`src/rtl/lane_scatter.sv`:
```
// lane_scatter: steers a single tagged write stream into LANES one-entry
// holding registers, one per generated lane slot. Each lane drains on its own
// valid/ready pair. A flush request stops intake until every lane is empty.
//
// Build option: define LANE_SCATTER_REDIRECT_EN to steer out-of-range writes
// to DEFAULT_LANE. Without it, out-of-range writes are accepted and dropped.
// In both builds an out-of-range write raises the sticky err_bad_lane flag.

module lane_scatter #(
    parameter int LANES        = 4,
    parameter int DW           = 8,
    parameter int IW           = $clog2(LANES) + 1,
    parameter int DEFAULT_LANE = 2
) (
    input  logic                  clk,
    input  logic                  rst,
    input  logic                  in_valid,
    output logic                  in_ready,
    input  logic [IW-1:0]         in_lane,
    input  logic [DW-1:0]         in_data,
    input  logic                  flush,
    output logic                  flush_done,
    output logic [LANES-1:0]      lane_valid,
    output logic [LANES*DW-1:0]   lane_data,
    input  logic [LANES-1:0]      lane_ready,
    output logic                  err_bad_lane,
    output logic [15:0]           wr_count
);

    localparam logic [0:0]    ST_RUN     = 1'b0;
    localparam logic [0:0]    ST_DRAIN   = 1'b1;
    localparam logic [IW-1:0] LANE_LIMIT = IW'(LANES);

    logic [0:0]       state_r;
    logic [0:0]       state_nxt_s;
    logic             oob_s;
    logic [LANES-1:0] hit_s;
    logic             lane_open_s;
    logic             in_ready_s;
    logic             accept_s;
    logic [LANES-1:0] load_s;
    logic             flush_done_s;
    logic             err_bad_lane_r;
    logic [15:0]      wr_count_r;

    // Decode the target lane and work out whether this write can be taken now.
    always_comb begin
        oob_s       = (in_lane >= LANE_LIMIT);
        hit_s       = {LANES{1'b0}};
        for (int i = 0; i < LANES; i++) begin
`ifdef LANE_SCATTER_REDIRECT_EN
            hit_s[i] = (in_lane == IW'(i)) || (oob_s && (i == DEFAULT_LANE));
`else
            hit_s[i] = (in_lane == IW'(i));
`endif
        end
        // A lane can take a write when empty or when it empties on this edge.
        lane_open_s = |(hit_s & (~lane_valid | lane_ready));
        in_ready_s  = 1'b0;
        case (state_r)
            ST_RUN: begin
`ifdef LANE_SCATTER_REDIRECT_EN
                in_ready_s = lane_open_s;
`else
                if (oob_s) begin
                    in_ready_s = 1'b1;
                end else begin
                    in_ready_s = lane_open_s;
                end
`endif
            end
            ST_DRAIN: in_ready_s = 1'b0;
            default:  in_ready_s = 1'b0;
        endcase
        accept_s = in_valid && in_ready_s;
        load_s   = hit_s & {LANES{accept_s}};
    end

    // Next-state logic: RUN waits for flush, DRAIN waits for all lanes empty.
    always_comb begin
        state_nxt_s  = state_r;
        flush_done_s = 1'b0;
        case (state_r)
            ST_RUN: begin
                if (flush) begin
                    state_nxt_s = ST_DRAIN;
                end else begin
                    state_nxt_s = ST_RUN;
                end
            end
            ST_DRAIN: begin
                // A reset in this cycle abandons the flush, so no completion pulse.
                if ((lane_valid == {LANES{1'b0}}) && !rst) begin
                    state_nxt_s  = ST_RUN;
                    flush_done_s = 1'b1;
                end else begin
                    state_nxt_s = ST_DRAIN;
                end
            end
            default: begin
                state_nxt_s  = ST_RUN;
                flush_done_s = 1'b0;
            end
        endcase
    end

    // Flush state register.
    always_ff @(posedge clk) begin
        if (rst) begin
            state_r <= ST_RUN;
        end else begin
            state_r <= state_nxt_s;
        end
    end

    // Sticky error flag for any accepted write with an out-of-range index.
    always_ff @(posedge clk) begin
        if (rst) begin
            err_bad_lane_r <= 1'b0;
        end else if (accept_s && oob_s) begin
            err_bad_lane_r <= 1'b1;
        end else begin
            err_bad_lane_r <= err_bad_lane_r;
        end
    end

    // Count writes that actually land in a lane; wraps naturally at 16 bits.
    always_ff @(posedge clk) begin
        if (rst) begin
            wr_count_r <= 16'd0;
        end else if (|load_s) begin
            wr_count_r <= wr_count_r + 16'd1;
        end else begin
            wr_count_r <= wr_count_r;
        end
    end

    for (genvar g = 0; g < LANES; g++) begin : g_lane
        logic          vld_r;
        logic [DW-1:0] dat_r;

        // One-entry holding register; a load wins over a drain in the same cycle.
        always_ff @(posedge clk) begin
            if (rst) begin
                vld_r <= 1'b0;
                dat_r <= {DW{1'b0}};
            end else if (load_s[g]) begin
                vld_r <= 1'b1;
                dat_r <= in_data;
            end else if (vld_r && lane_ready[g]) begin
                vld_r <= 1'b0;
                dat_r <= dat_r;
            end else begin
                vld_r <= vld_r;
                dat_r <= dat_r;
            end
        end

        assign lane_valid[g]          = vld_r;
        assign lane_data[g*DW +: DW]  = dat_r;
    end

    assign in_ready     = in_ready_s;
    assign flush_done   = flush_done_s;
    assign err_bad_lane = err_bad_lane_r;
    assign wr_count     = wr_count_r;

endmodule

```
`config.mk`:
```
export PLATFORM = sky130hd
export DESIGN_NAME = lane_scatter
export DESIGN_NICKNAME = d
export VERILOG_FILES = /design/src/rtl/lane_scatter.sv
export SDC_FILE = /design/constraint.sdc
export NUM_CORES = 1
export LEC_CHECK = 0
export ABC_AREA = 1
export CAP_MARGIN = 25
export CELL_PAD_IN_SITES_DETAIL_PLACEMENT = 1
export CELL_PAD_IN_SITES_GLOBAL_PLACEMENT = 1
export CORE_MARGIN = 2
export CORE_UTILIZATION = 31
export CTS_CLUSTER_SIZE = 8
export DETAILED_ROUTE_END_ITERATION = 8
export HOLD_SLACK_MARGIN = 0.06
export PLACE_DENSITY = 0.75
export SLEW_MARGIN = 20
export SYNTH_ARGS = -nofsm -noshare
export SYNTH_HDL_FRONTEND = slang
export SYNTH_SLANG_ARGS = --single-unit
```
`constraint.sdc`:
```
create_clock -name clk -period 1.55 [get_ports clk]
set_input_delay 0.3875 -clock clk [delete_from_list [all_inputs] [get_ports clk]]
set_output_delay 0.3875 -clock clk [all_outputs]
set_load 0.01 [all_outputs]
```
==> results of run 1 <==
-- cell usage after synthesis, drive strengths merged --
library cell	number	area [µm²]
nor2	89	346.6
or2	1	6.260
nor4	1	6.260
o21ai	1	5.000
buf	16	131.4
xor2	8	70.07
clkbuf	2	7.510
nand2	116	483.0
inv	60	225.2
nor3	6	30.03
nand3	11	60.06
clkinv	2	8.750
xnor2	3	26.28
dfxtp	54	1081
o211ai	1	7.510
ha	1	12.51
nand4	10	152.6
nand3b	1	7.510
a21oi	19	136.4
-- through the flow --
stage	instances	TNS (ps)	worst slack, ps	hold WS (ps)	cell area (µm²)
after floorplan	402	0	35.32	474.0	2804
after global placement	601	-34630	-948.9	464.5	3814
after detailed placement	601	-38190	-984.6	474.7	3814
after CTS	627	-1827	-272.1	477.5	4194
after global routing	631	-7572	-261.1	497.9	4374
final	631	-3448	-193.8	487.4	4374
-- power groups by stage --
stage / clock network [mW] / logic, mW / registers (mW)
6_report: 0.826 / 0.521 / 1.43
3_3_place_gp: 0 / 0.390 / 1.47
3_5_place_dp: 0 / 0.402 / 1.47
5_1_grt: 0.899 / 0.559 / 1.44
2_1_floorplan: 0 / 0.185 / 1.48
4_1_cts: 0.830 / 0.476 / 1.43
-- worst register-to-register path, delay by kind of cell, from the launching register on --
family	cells	cell delay [ps]
AND/OR/NAND/NOR	5	570
AO/OA/AOI/OAI	1	150
flip-flops	1	350
buffers and inverters	4	580
-- layout by cell type, fill, tap and decap left out, drive strengths merged, types with 10 or more instances in the layout --
cell / synthesis / final
nand2: 116 / 116
nand3: 11 / 11
dlygate4sd2: 0 / 55
nor2: 89 / 89
dfxtp: 54 / 54
inv: 60 / 62
clkdlybuf4s50: 0 / 10
nand4: 10 / 18
a21oi: 19 / 19
buf: 16 / 54
-- repair_timing --
action                     in CTS  in global routing
setup endpoints to repair     107                 56
gates cloned                    8                  1
resized for setup             126                 51
pin swaps                      23                 26
setup buffers                  11                  3
-- sequential cells by signal, indices dropped and copies added (netlist names) --
signal,flops
g_lane.dat_r,32
g_lane.vld_r,4
err_bad_lane,1
state_r,1
wr_count,16
-- layout make-up --
cell class / count / area (µm²) / area share
well taps: 108 / 135.1 / 0.03089
multi-input cells: 276 / 1713 / 0.3916
clock inverters: 2 / 13.76 / 0.003146
flip-flops and latches: 54 / 1097 / 0.2509
repair buffers: 124 / 1109 / 0.2534
clock buffers: 5 / 68.82 / 0.01573
inverters: 62 / 237.7 / 0.05435
-- worst paths after layout --
check / start / to / cells past startpoint
max: g_lane[0].vld_r / flush_done / 5
min: lane_ready[1] / g_lane[1].vld_r / 4
max reg2reg: g_lane[0].vld_r / g_lane[0].dat_r[3] / 10
min reg2reg: err_bad_lane / err_bad_lane / 2
-- per-layer routing --
metal  wire length, µm  up-vias  part of all wire  global-route usage
li1                  -     1471                 -                   -
met1              4545     1444              0.44              0.2730
met2              5232       52              0.51              0.3534
met3               379       12             0.037             0.02881
met4               178        0             0.017             0.06006
met5                 0        -                 0                   0
-- cell families after synthesis --
kind of cell	count (synthesis)	synth area share
simple gates	235	0.3896
buf+inv	80	0.1330
flops	54	0.3855
compound gates	21	0.05310
xor+xnor	11	0.03436
fa+ha+maj	1	0.004462
==> results_dict.tcl, run 1 <==
set metrics [dict create \
    dp_hpwl_um 6271 \
    crit_path_end_kind "output pin" \
    cts.sinks 54 \
    fin_ws_ps -193.8 \
    finalPower_mw 2.780 \
    p_int_mw 1.946 \
    root_buffer "clkbuf_8" \
    synth.distinct_cells 31 \
    slowest_stage "dfxtp_2" \
    die-area_um2 9822 \
    fmax_ghz 0.5734 \
    p_per_area_nw_per_um2 635.5 \
    io_pins 74 \
    slew_viol_final 0 \
    clk_transition_reported_paths_ps 110 \
    clock_skew_ps 14.15 \
    r2r_slack_ps -170 \
    grt_usage 0.2071 \
    hold_viol 0 \
    vias 2979 \
    min_period_over_period 1.125 \
    cts-buffers-inserted 5 \
    critPathKind "flop to output pin" \
    worstPathCellList "or2_4 > nor4_4 > nand2_1 > inv_1 > buf_2" \
    placementRows 34 \
    rsz0062_at_grt "yes" \
    wirelength_um 10340 \
    grt_pass1_vias 3146 \
    period_minus_slack_ps 1744 \
    clk_path_buf_depth 2 \
    synth_cells 402 \
    power_frac_clock 0.297 \
    seq_area_frac_synth 0.3855 \
    drc_errors 0 \
    slew_headroom 0.7340 \
    die_w_um 99.11 \
    status "complete, but fails checks" \
    ant_nets 0 \
    globalRouteOverflowTotal 0 \
    portBuffers 73 \
    drtIter0Drc 84 \
    cts_htree_levels 2 \
    ir_worst_vdd_mv 0.4032 \
    violations "negative setup slack" \
    synth_warnings 0 \
    max_stage_delay_ps 340 \
    wl_per_cell_um 16.38 \
    avgSynthCellArea_um2 6.975 \
    start_util 0.3200 \
    drive_gt1_frac 0.3327 \
    vias_per_cell 4.721 \
    synth_area_um2 2804 \
    ctsHoldBuffers 0 \
    grt_max_degree 33 \
    grt_first_pass_wirelength_um 16300 \
    p_seq_frac 0.515 \
    min_path_type "primary input to flop" \
    ys_ff_latch 54 \
    core_um2 8763 \
    start_kind "flop" \
    cp_num_buf_inv 2 \
    crit_family "simple AND/OR/NAND/NOR gates" \
    p_leak_nw 2.154 \
    nFillCells 1082 \
    insertion_delay_ps 320 \
    crit_required_ps 1160 \
    final_util 0.4991 \
    swShare 0.2998 \
    antenna_found_initial 0 \
    antennaDiodeCount 0 \
    place_congestion 0.8223 \
    finalSetupViolations 41 \
    cts_tree "done" \
    first_pass_iters 4 \
    maxCapViolations 0 \
    worstMarginPinSlew_ps 398.9 \
    combPwrFrac 0.187 \
    worst_ep_arrival_time_ps 1360 \
    nets 543 \
    die_y_um 99.11 \
    syn_to_final_growth_pct 56.00 \
    crit_fanout 2 \
    p_sw_mw 0.8335 \
    syn_nets 422 \
]
No activity file was read; power rests on OpenSTA's default activity.
==> run 2: changes to the inputs <==
Settings changed: CAP_MARGIN 25 to 20.
==> results of run 2 <==
The final DEF is identical to that of run 1; final timing and power are the same.
